$ cat src/rtl/hazard_ctrl_pkg.sv
// Shared types and constants for the hazard/forwarding controller and the pipeline registers.
package hazard_ctrl_pkg;

  localparam int unsigned NREG_W = 5;

  localparam logic [1:0] FWD_RF  = 2'd0;
  localparam logic [1:0] FWD_EX  = 2'd1;
  localparam logic [1:0] FWD_MEM = 2'd2;
  localparam logic [1:0] FWD_WB  = 2'd3;

  // One in-flight destination tracked alongside a pipeline register.
  typedef struct packed {
    logic              valid;
    logic [NREG_W-1:0] wreg;
    logic              is_load;
  } slot_t;

  function automatic slot_t slot_bubble();
    slot_t s;
    s.valid   = 1'b0;
    s.wreg    = '0;
    s.is_load = 1'b0;
    return s;
  endfunction

endpackage

$ cat src/rtl/hazard_ctrl_fwd_pick.sv
// Three-slot priority matcher for one ID source operand: nearest in-flight writer wins.
module hazard_ctrl_fwd_pick
  import hazard_ctrl_pkg::*;
(
  input  logic              have_inst_i,
  input  logic [NREG_W-1:0] rs_i,
  input  logic              used_i,
  input  slot_t             ex_i,
  input  slot_t             mem_i,
  input  slot_t             wb_i,
  output logic [1:0]        sel_o,
  output logic              ex_load_hit_o
);

  logic qual;
  logic hit_ex, hit_mem, hit_wb;
  logic unused_is_load;

  // r0 is hardwired to zero, so a write to it is never a real producer.
  assign qual    = used_i & have_inst_i & (rs_i != '0);
  assign hit_ex  = qual & ex_i.valid  & (ex_i.wreg  == rs_i);
  assign hit_mem = qual & mem_i.valid & (mem_i.wreg == rs_i);
  assign hit_wb  = qual & wb_i.valid  & (wb_i.wreg  == rs_i);

  assign unused_is_load = mem_i.is_load ^ wb_i.is_load;

  always_comb begin
    sel_o = FWD_RF;
    if (hit_ex) begin
      sel_o = FWD_EX;
    end else if (hit_mem) begin
      sel_o = FWD_MEM;
    end else if (hit_wb) begin
      sel_o = FWD_WB;
    end
  end

  assign ex_load_hit_o = hit_ex & ex_i.is_load;

endmodule

$ cat src/rtl/hazard_ctrl.sv
// Hazard and forwarding controller: shadows EX/MEM/WB destinations and drives the
// forwarding selects, load-use stall, branch flush and saturating event counters.
module hazard_ctrl
  import hazard_ctrl_pkg::*;
#(
  parameter int unsigned CNT_W = 16
) (
  input  logic              clk,
  input  logic              rst,
  input  logic              id_have_inst,
  input  logic [NREG_W-1:0] id_rR1,
  input  logic              id_rR1_used,
  input  logic [NREG_W-1:0] id_rR2,
  input  logic              id_rR2_used,
  input  logic [NREG_W-1:0] id_wb_reg,
  input  logic              id_wb_ena,
  input  logic              id_is_load,
  input  logic              ex_branch_taken,
  output logic [1:0]        fwd_sel1,
  output logic [1:0]        fwd_sel2,
  output logic              stall_pc,
  output logic              stall_ifid,
  output logic              flush_ifid,
  output logic              flush_idex,
  output logic [CNT_W-1:0]  stall_cnt,
  output logic [CNT_W-1:0]  flush_cnt
);

  slot_t ex_s_q, mem_s_q, wb_s_q;
  slot_t ex_s_d;
  logic  [CNT_W-1:0] stall_cnt_q, stall_cnt_d;
  logic  [CNT_W-1:0] flush_cnt_q, flush_cnt_d;
  logic  lu1, lu2, lu, br, stall_ev;

  hazard_ctrl_fwd_pick u_pick1 (
    .have_inst_i   (id_have_inst),
    .rs_i          (id_rR1),
    .used_i        (id_rR1_used),
    .ex_i          (ex_s_q),
    .mem_i         (mem_s_q),
    .wb_i          (wb_s_q),
    .sel_o         (fwd_sel1),
    .ex_load_hit_o (lu1)
  );

  hazard_ctrl_fwd_pick u_pick2 (
    .have_inst_i   (id_have_inst),
    .rs_i          (id_rR2),
    .used_i        (id_rR2_used),
    .ex_i          (ex_s_q),
    .mem_i         (mem_s_q),
    .wb_i          (wb_s_q),
    .sel_o         (fwd_sel2),
    .ex_load_hit_o (lu2)
  );

  assign lu       = lu1 | lu2;
  assign br       = ex_branch_taken;
  // A taken branch overrides the stall: the PC has to load the target.
  assign stall_ev = lu & ~br;

  assign stall_pc   = stall_ev;
  assign stall_ifid = stall_ev;
  assign flush_ifid = br;
  assign flush_idex = br | lu;

  always_comb begin
    ex_s_d = slot_bubble();
    if (!flush_idex) begin
      ex_s_d.valid   = id_have_inst & id_wb_ena;
      ex_s_d.wreg    = id_wb_reg;
      ex_s_d.is_load = id_is_load;
    end
  end

  always_comb begin
    stall_cnt_d = stall_cnt_q;
    flush_cnt_d = flush_cnt_q;
    if (stall_ev && (stall_cnt_q != {CNT_W{1'b1}})) begin
      stall_cnt_d = stall_cnt_q + 1'b1;
    end
    if (br && (flush_cnt_q != {CNT_W{1'b1}})) begin
      flush_cnt_d = flush_cnt_q + 1'b1;
    end
  end

  always_ff @(posedge clk or negedge rst) begin
    if (!rst) begin
      ex_s_q      <= slot_bubble();
      mem_s_q     <= slot_bubble();
      wb_s_q      <= slot_bubble();
      stall_cnt_q <= '0;
      flush_cnt_q <= '0;
    end else begin
      ex_s_q      <= ex_s_d;
      mem_s_q     <= ex_s_q;
      wb_s_q      <= mem_s_q;
      stall_cnt_q <= stall_cnt_d;
      flush_cnt_q <= flush_cnt_d;
    end
  end

  assign stall_cnt = stall_cnt_q;
  assign flush_cnt = flush_cnt_q;

endmodule

$ cat config.mk
export PLATFORM = sky130hd
export DESIGN_NAME = hazard_ctrl
export DESIGN_NICKNAME = d
export VERILOG_FILES = /design/src/rtl/hazard_ctrl_pkg.sv /design/src/rtl/hazard_ctrl_fwd_pick.sv /design/src/rtl/hazard_ctrl.sv
export SDC_FILE = /design/constraint.sdc
export NUM_CORES = 1
export LEC_CHECK = 0
export BUFFER_PORTS_ARGS = -buffer_cell sky130_fd_sc_hd__buf_4
export CORE_MARGIN = 2
export CORE_UTILIZATION = 51
export DETAILED_ROUTE_END_ITERATION = 12
export MAX_ROUTING_LAYER = met4
export PLACE_DENSITY = 0.76
export SLEW_MARGIN = 30
export SYNTH_ARGS = -nofsm -noshare
export SYNTH_HDL_FRONTEND = slang
export SYNTH_HIERARCHICAL = 1
export SYNTH_SLANG_ARGS = --single-unit
export TNS_END_PERCENT = 50
$ cat constraint.sdc
create_clock -name clk -period 4.1 [get_ports clk]
set_input_delay 0.41 -clock clk [delete_from_list [all_inputs] [get_ports clk]]
set_output_delay 0.41 -clock clk [all_outputs]
set_load 0.02 [all_outputs]
# Yosys cells after proc, flatten, opt, wreduce, memory -nomap -nowiden
# Index checks and enable logic that the tools add are counted.
dict set report word_totals {
  regBits 51
  latchBits 0
  ram_bits 0
  rom_bits 0
  input_bits 23
  output_inout_bits 40
  wordCells 53
  mem_count 0
}
dict set report classes {
  n_addsub 2
  n_mul 0
  div_mod_pow 0
  magnitude_cmp 0
  n_eq_ne 8
  shifts 0
  n_mux 7
  bitwise 23
  n_reduce_logical 4
}
# cell count
set op_table {}
lappend op_table {{adder 16 x 1 -> 16 bit (second input constant)} 2}
lappend op_table {{inequality test 16 bit (second input constant)} 2}
lappend op_table {{== test 5 bit} 6}
lappend op_table {{AND 1 bit} 20}
lappend op_table {{2-to-1 mux 2 bit} 6}
lappend op_table {{nonzero test 5 bit} 2}
lappend op_table {{2-to-1 mux 7 bit} 1}
lappend op_table {{logical AND 1 bit} 2}
lappend op_table {{OR 1 bit} 2}
lappend op_table {{NOT 1 bit} 1}

# Logic depth before layout (Yosys ltp)
dict set report logic_depth {
  ltp_word 8
  mapped_depth 9
  ltp_nobuf 9
}

# Modules after synthesis
# The synthesis kept the hierarchy.
# mod instances cells_each area_each_um2 seq_area_each_um2
set modules_own_cells {}
lappend modules_own_cells {hazard_ctrl 1 174 2198.4 1326.3}
lappend modules_own_cells {hazard_ctrl_fwd_pick 2 27 229.0 0.0}

# Least setup slack after synthesis
# OpenSTA, ideal clock, no wires.
dict set report synth_path {
  kind {input-to-output}
  startpoint {input port id_rR2[2]}
  endpoint {output port stall_pc}
  t_arrival_ns 2.148
  required_ns 3.690
  path_slack_ns 1.542
  stages 7
  path_buffers 1
  path_cell_list {or3_1 -> o311a_4 -> and4_4 -> and2_2 -> o21bai_1 -> inv_1 -> buf_4}
}
dict set report synth_between {
  elab_chain_cells 7
  elab_cells_between_ends 8
  cone_classes {eq/ne: 1; bitwise: 6; reduce/logical: 1}
}
# element line
set synth_lines {}
lappend synth_lines {{from (decl)} hazard_ctrl.sv:13} ;# input logic [NREG_W-1:0] id_rR2,
lappend synth_lines {{nonzero test 5 bit} hazard_ctrl_fwd_pick.sv:20} ;# assign qual = used_i & have_inst_i & (rs_i != '0);
lappend synth_lines {{AND 1 bit} hazard_ctrl_fwd_pick.sv:20}
lappend synth_lines {{AND 1 bit} hazard_ctrl_fwd_pick.sv:21} ;# assign hit_ex = qual & ex_i.valid & (ex_i.wreg == rs_i);
lappend synth_lines {{AND 1 bit (*)} hazard_ctrl_fwd_pick.sv:21}
lappend synth_lines {{AND 1 bit (*)} hazard_ctrl_fwd_pick.sv:38} ;# assign ex_load_hit_o = hit_ex & ex_i.is_load;
lappend synth_lines {{named net lu2} hazard_ctrl.sv:33} ;# logic lu1, lu2, lu, br, stall_ev;
lappend synth_lines {{OR 1 bit (*)} hazard_ctrl.sv:57} ;# assign lu = lu1 | lu2;
lappend synth_lines {{AND 1 bit (*)} hazard_ctrl.sv:60} ;# assign stall_ev = lu & ~br;
lappend synth_lines {{to (decl)} hazard_ctrl.sv:21} ;# output logic stall_pc,
# The timed path passes the listed nets; every way through them passes the cells marked *.

# Worst setup path after layout
dict set report layout_path {
  startpoint {input port id_rR1[2]}
  endpoint {output port flush_idex}
}
dict set report layout_between {
  elab_chain_cells 7
  elab_cells_between_ends 8
  cone_classes {eq/ne: 1; bitwise: 6; reduce/logical: 1}
}
# element line
set layout_lines {}
lappend layout_lines {{from (decl)} hazard_ctrl.sv:11} ;# input logic [NREG_W-1:0] id_rR1,
lappend layout_lines {{nonzero test 5 bit} hazard_ctrl_fwd_pick.sv:20}
lappend layout_lines {{AND 1 bit} hazard_ctrl_fwd_pick.sv:20}
lappend layout_lines {{AND 1 bit} hazard_ctrl_fwd_pick.sv:21}
lappend layout_lines {{AND 1 bit (*)} hazard_ctrl_fwd_pick.sv:21}
lappend layout_lines {{AND 1 bit (*)} hazard_ctrl_fwd_pick.sv:38}
lappend layout_lines {{named net lu1} hazard_ctrl.sv:33}
lappend layout_lines {{OR 1 bit (*)} hazard_ctrl.sv:57}
lappend layout_lines {{OR 1 bit (*)} hazard_ctrl.sv:65} ;# assign flush_idex = br | lu;
lappend layout_lines {{to (decl)} hazard_ctrl.sv:24} ;# output logic flush_idex,
# Marked as above.

==> impl_metrics.toml <==
[finish]
stdcell_count = 362
fillCellCount = 427
antenna_cells = 0
post-route-cell-area_um2 = 3230
syn_to_final_growth_pct = 24.1
fin_nets = 316
seq_area_um2 = 1280
final_common_cell = "buf_4"
drive_gt1_share_pct = 30.5
multi_input_area_um2 = 1290
final_cell_mix = "buf_4 (62), dfrtp_1 (51), xor2_1 (40)"

[clock_network]
clkTransAtPathRegs_ns = 0.09
cts_tree = "built"
htreeDepth = 2
cts_root_buffer = "clkbuf_8"
clock-sinks = 51
clock_latency_ns = 0.31
post_cts.repair.setup_buffers = 0
holdBufCountCts = 0
cts_resized = 0
cts-buffers-inserted = 5
clockBufferDepth = 2

[power]
worst_ir_drop_vdd_uv = 285
p_per_area_nw_per_um2 = 354
p_leak_nw = 1.61

[timing]
finalHoldViolCount = 0
setup_slack_ns = 1.24
fin_worst_skew_ns = 0.00637
holdWs_ns = 0.105
fmax_mhz = 350
setup_viol = 0
setup_tns_ns = 0
period_minus_slack_ns = 2.86
worst_pin_slew_ns = 0.629
relSlewSlack_pct = 58.1
drv_slew = 0
rsz0062_at_grt = "no"
fin_crit_sh_pct = 69.7

[worst_setup_path]
path_max_fanout = 8
worstRegToRegCells = 8
cp_data_required_time_ns = 3.69
cp-start-kind = "input pin"
cp.arrival_ns = 2.45
worst_setup_path_end_kind = "output port"
worstSetupPathType = "input pin to output port"

[placement]
hpwl_um = 4050
placedCellCount = 354
io_buffers = 62
post_dp_cell_area_um2 = 3130
place.gp.congestion = 0.891
dp_slack_ns = 1.20

[global_route]
grt_pass1_vias = 1821
grtUsageMet3_pct = 3.97
track_usage_pct = 20.4
antenna_found_initial = 0
met1_usage_pct = 27.5
top_usage_layer = "met2"
grt_overflow = 0
met2_usage_pct = 31.4
grt_max_degree = 52
grt_pass1_wl_um = 8470

[route]
wirelength_um = 5410
dr.pass1.iters = 4
drt_iter0_markers = 45
drc_errors = 0
dr_total_vias = 1932
wl_per_cell_um = 14.9
ant_nets = 0
post_drt_via_cell_ratio = 5.34

[synthesis]
syn-instance-count = 226
yosys_warnings = 6
syn_avg_cell_area_um2 = 11.5
syn_nets = 251
netlist_area_um2 = 2610

[die]
pin_count = 63
dieArea_um2 = 5700
core_area_um2 = 5010
start_util_pct = 52.0
die_y_um = 75.5
fp-row-count = 26
die_x_um = 75.5

[flow_run]
drv_cap = 0

[outcome]
status = "complete, no violations"

[hold_path]
hp-class = "input pin to async pin"
==> final timing paths <==
| check | start | to | slack [ns] |
|---|---|---|---|
| setup / recovery | id_rR1[2] | flush_idex | 1.24 |
| hold / removal | rst | flush_cnt[12]$_DFFE_PN0P_ | 0.11 |
| setup reg to reg | ex_s_q[2]$_DFF_PN0_ | stall_cnt[12]$_DFFE_PN0P_ | 1.63 |
| hold reg to reg | mem_s_q[6]$_DFF_PN0_ | wb_s_q[6]$_DFF_PN0_ | 0.44 |
| max in group asynchronous | rst | stall_cnt[13]$_DFFE_PN0P_ | 3.56 |
| min in group clk | id_wb_reg[2] | ex_s_q[3]$_DFF_PN0_ | 0.30 |
==> stage by stage <==
step / power, W / utilization [%]
2_1_floorplan: 0.000735 / -
3_3_place_gp: 0.000845 / 62.6
3_5_place_dp: 0.000850 / 62.6
4_1_cts: 0.00116 / 64.5
5_1_grt: 0.00120 / 64.5
6_report: 0.00115 / 64.5
==> state kept, by name, summed over array words and instances (netlist names) <==
signal / count
ex_s_q: 7
flush_cnt: 16
mem_s_q: 6
wb_s_q: 6
stall_cnt: 16
==> layer usage <==
metal / share of wire (%) / wire, um
met4: 1.5 / 80
met5: 0 / 0
met2: 48 / 2580
met3: 5.7 / 310
met1: 45 / 2440
==> layout make-up <==
class	instances	share of cell area (%)
Clock buffer	6	2.55
Clock inverter	2	0.503
Inverter	3	0.348
Multi-Input combinational cell	168	40.0
Sequential cell	51	39.5
Tap cell	70	2.71
Timing Repair Buffer	62	14.4
==> worst max-delay path, cell delays in order <==
cell and delay [ns]:
buf_4 0.13, or3_1 0.40, o311a_4 0.34, and4_4 0.18
and2_2 0.19, nor3_1 0.50, inv_1 0.11, buf_4 0.18
==> report_power, final <==
part | switching [W] | internal, W | total [W]
clock network | 0.000168 | 0.000138 | 0.000306
logic | 0.000117 | 0.000116 | 0.000233
registers | 0.0000611 | 0.000545 | 0.000606
Note: power is estimated with default switching activity, not from simulation.
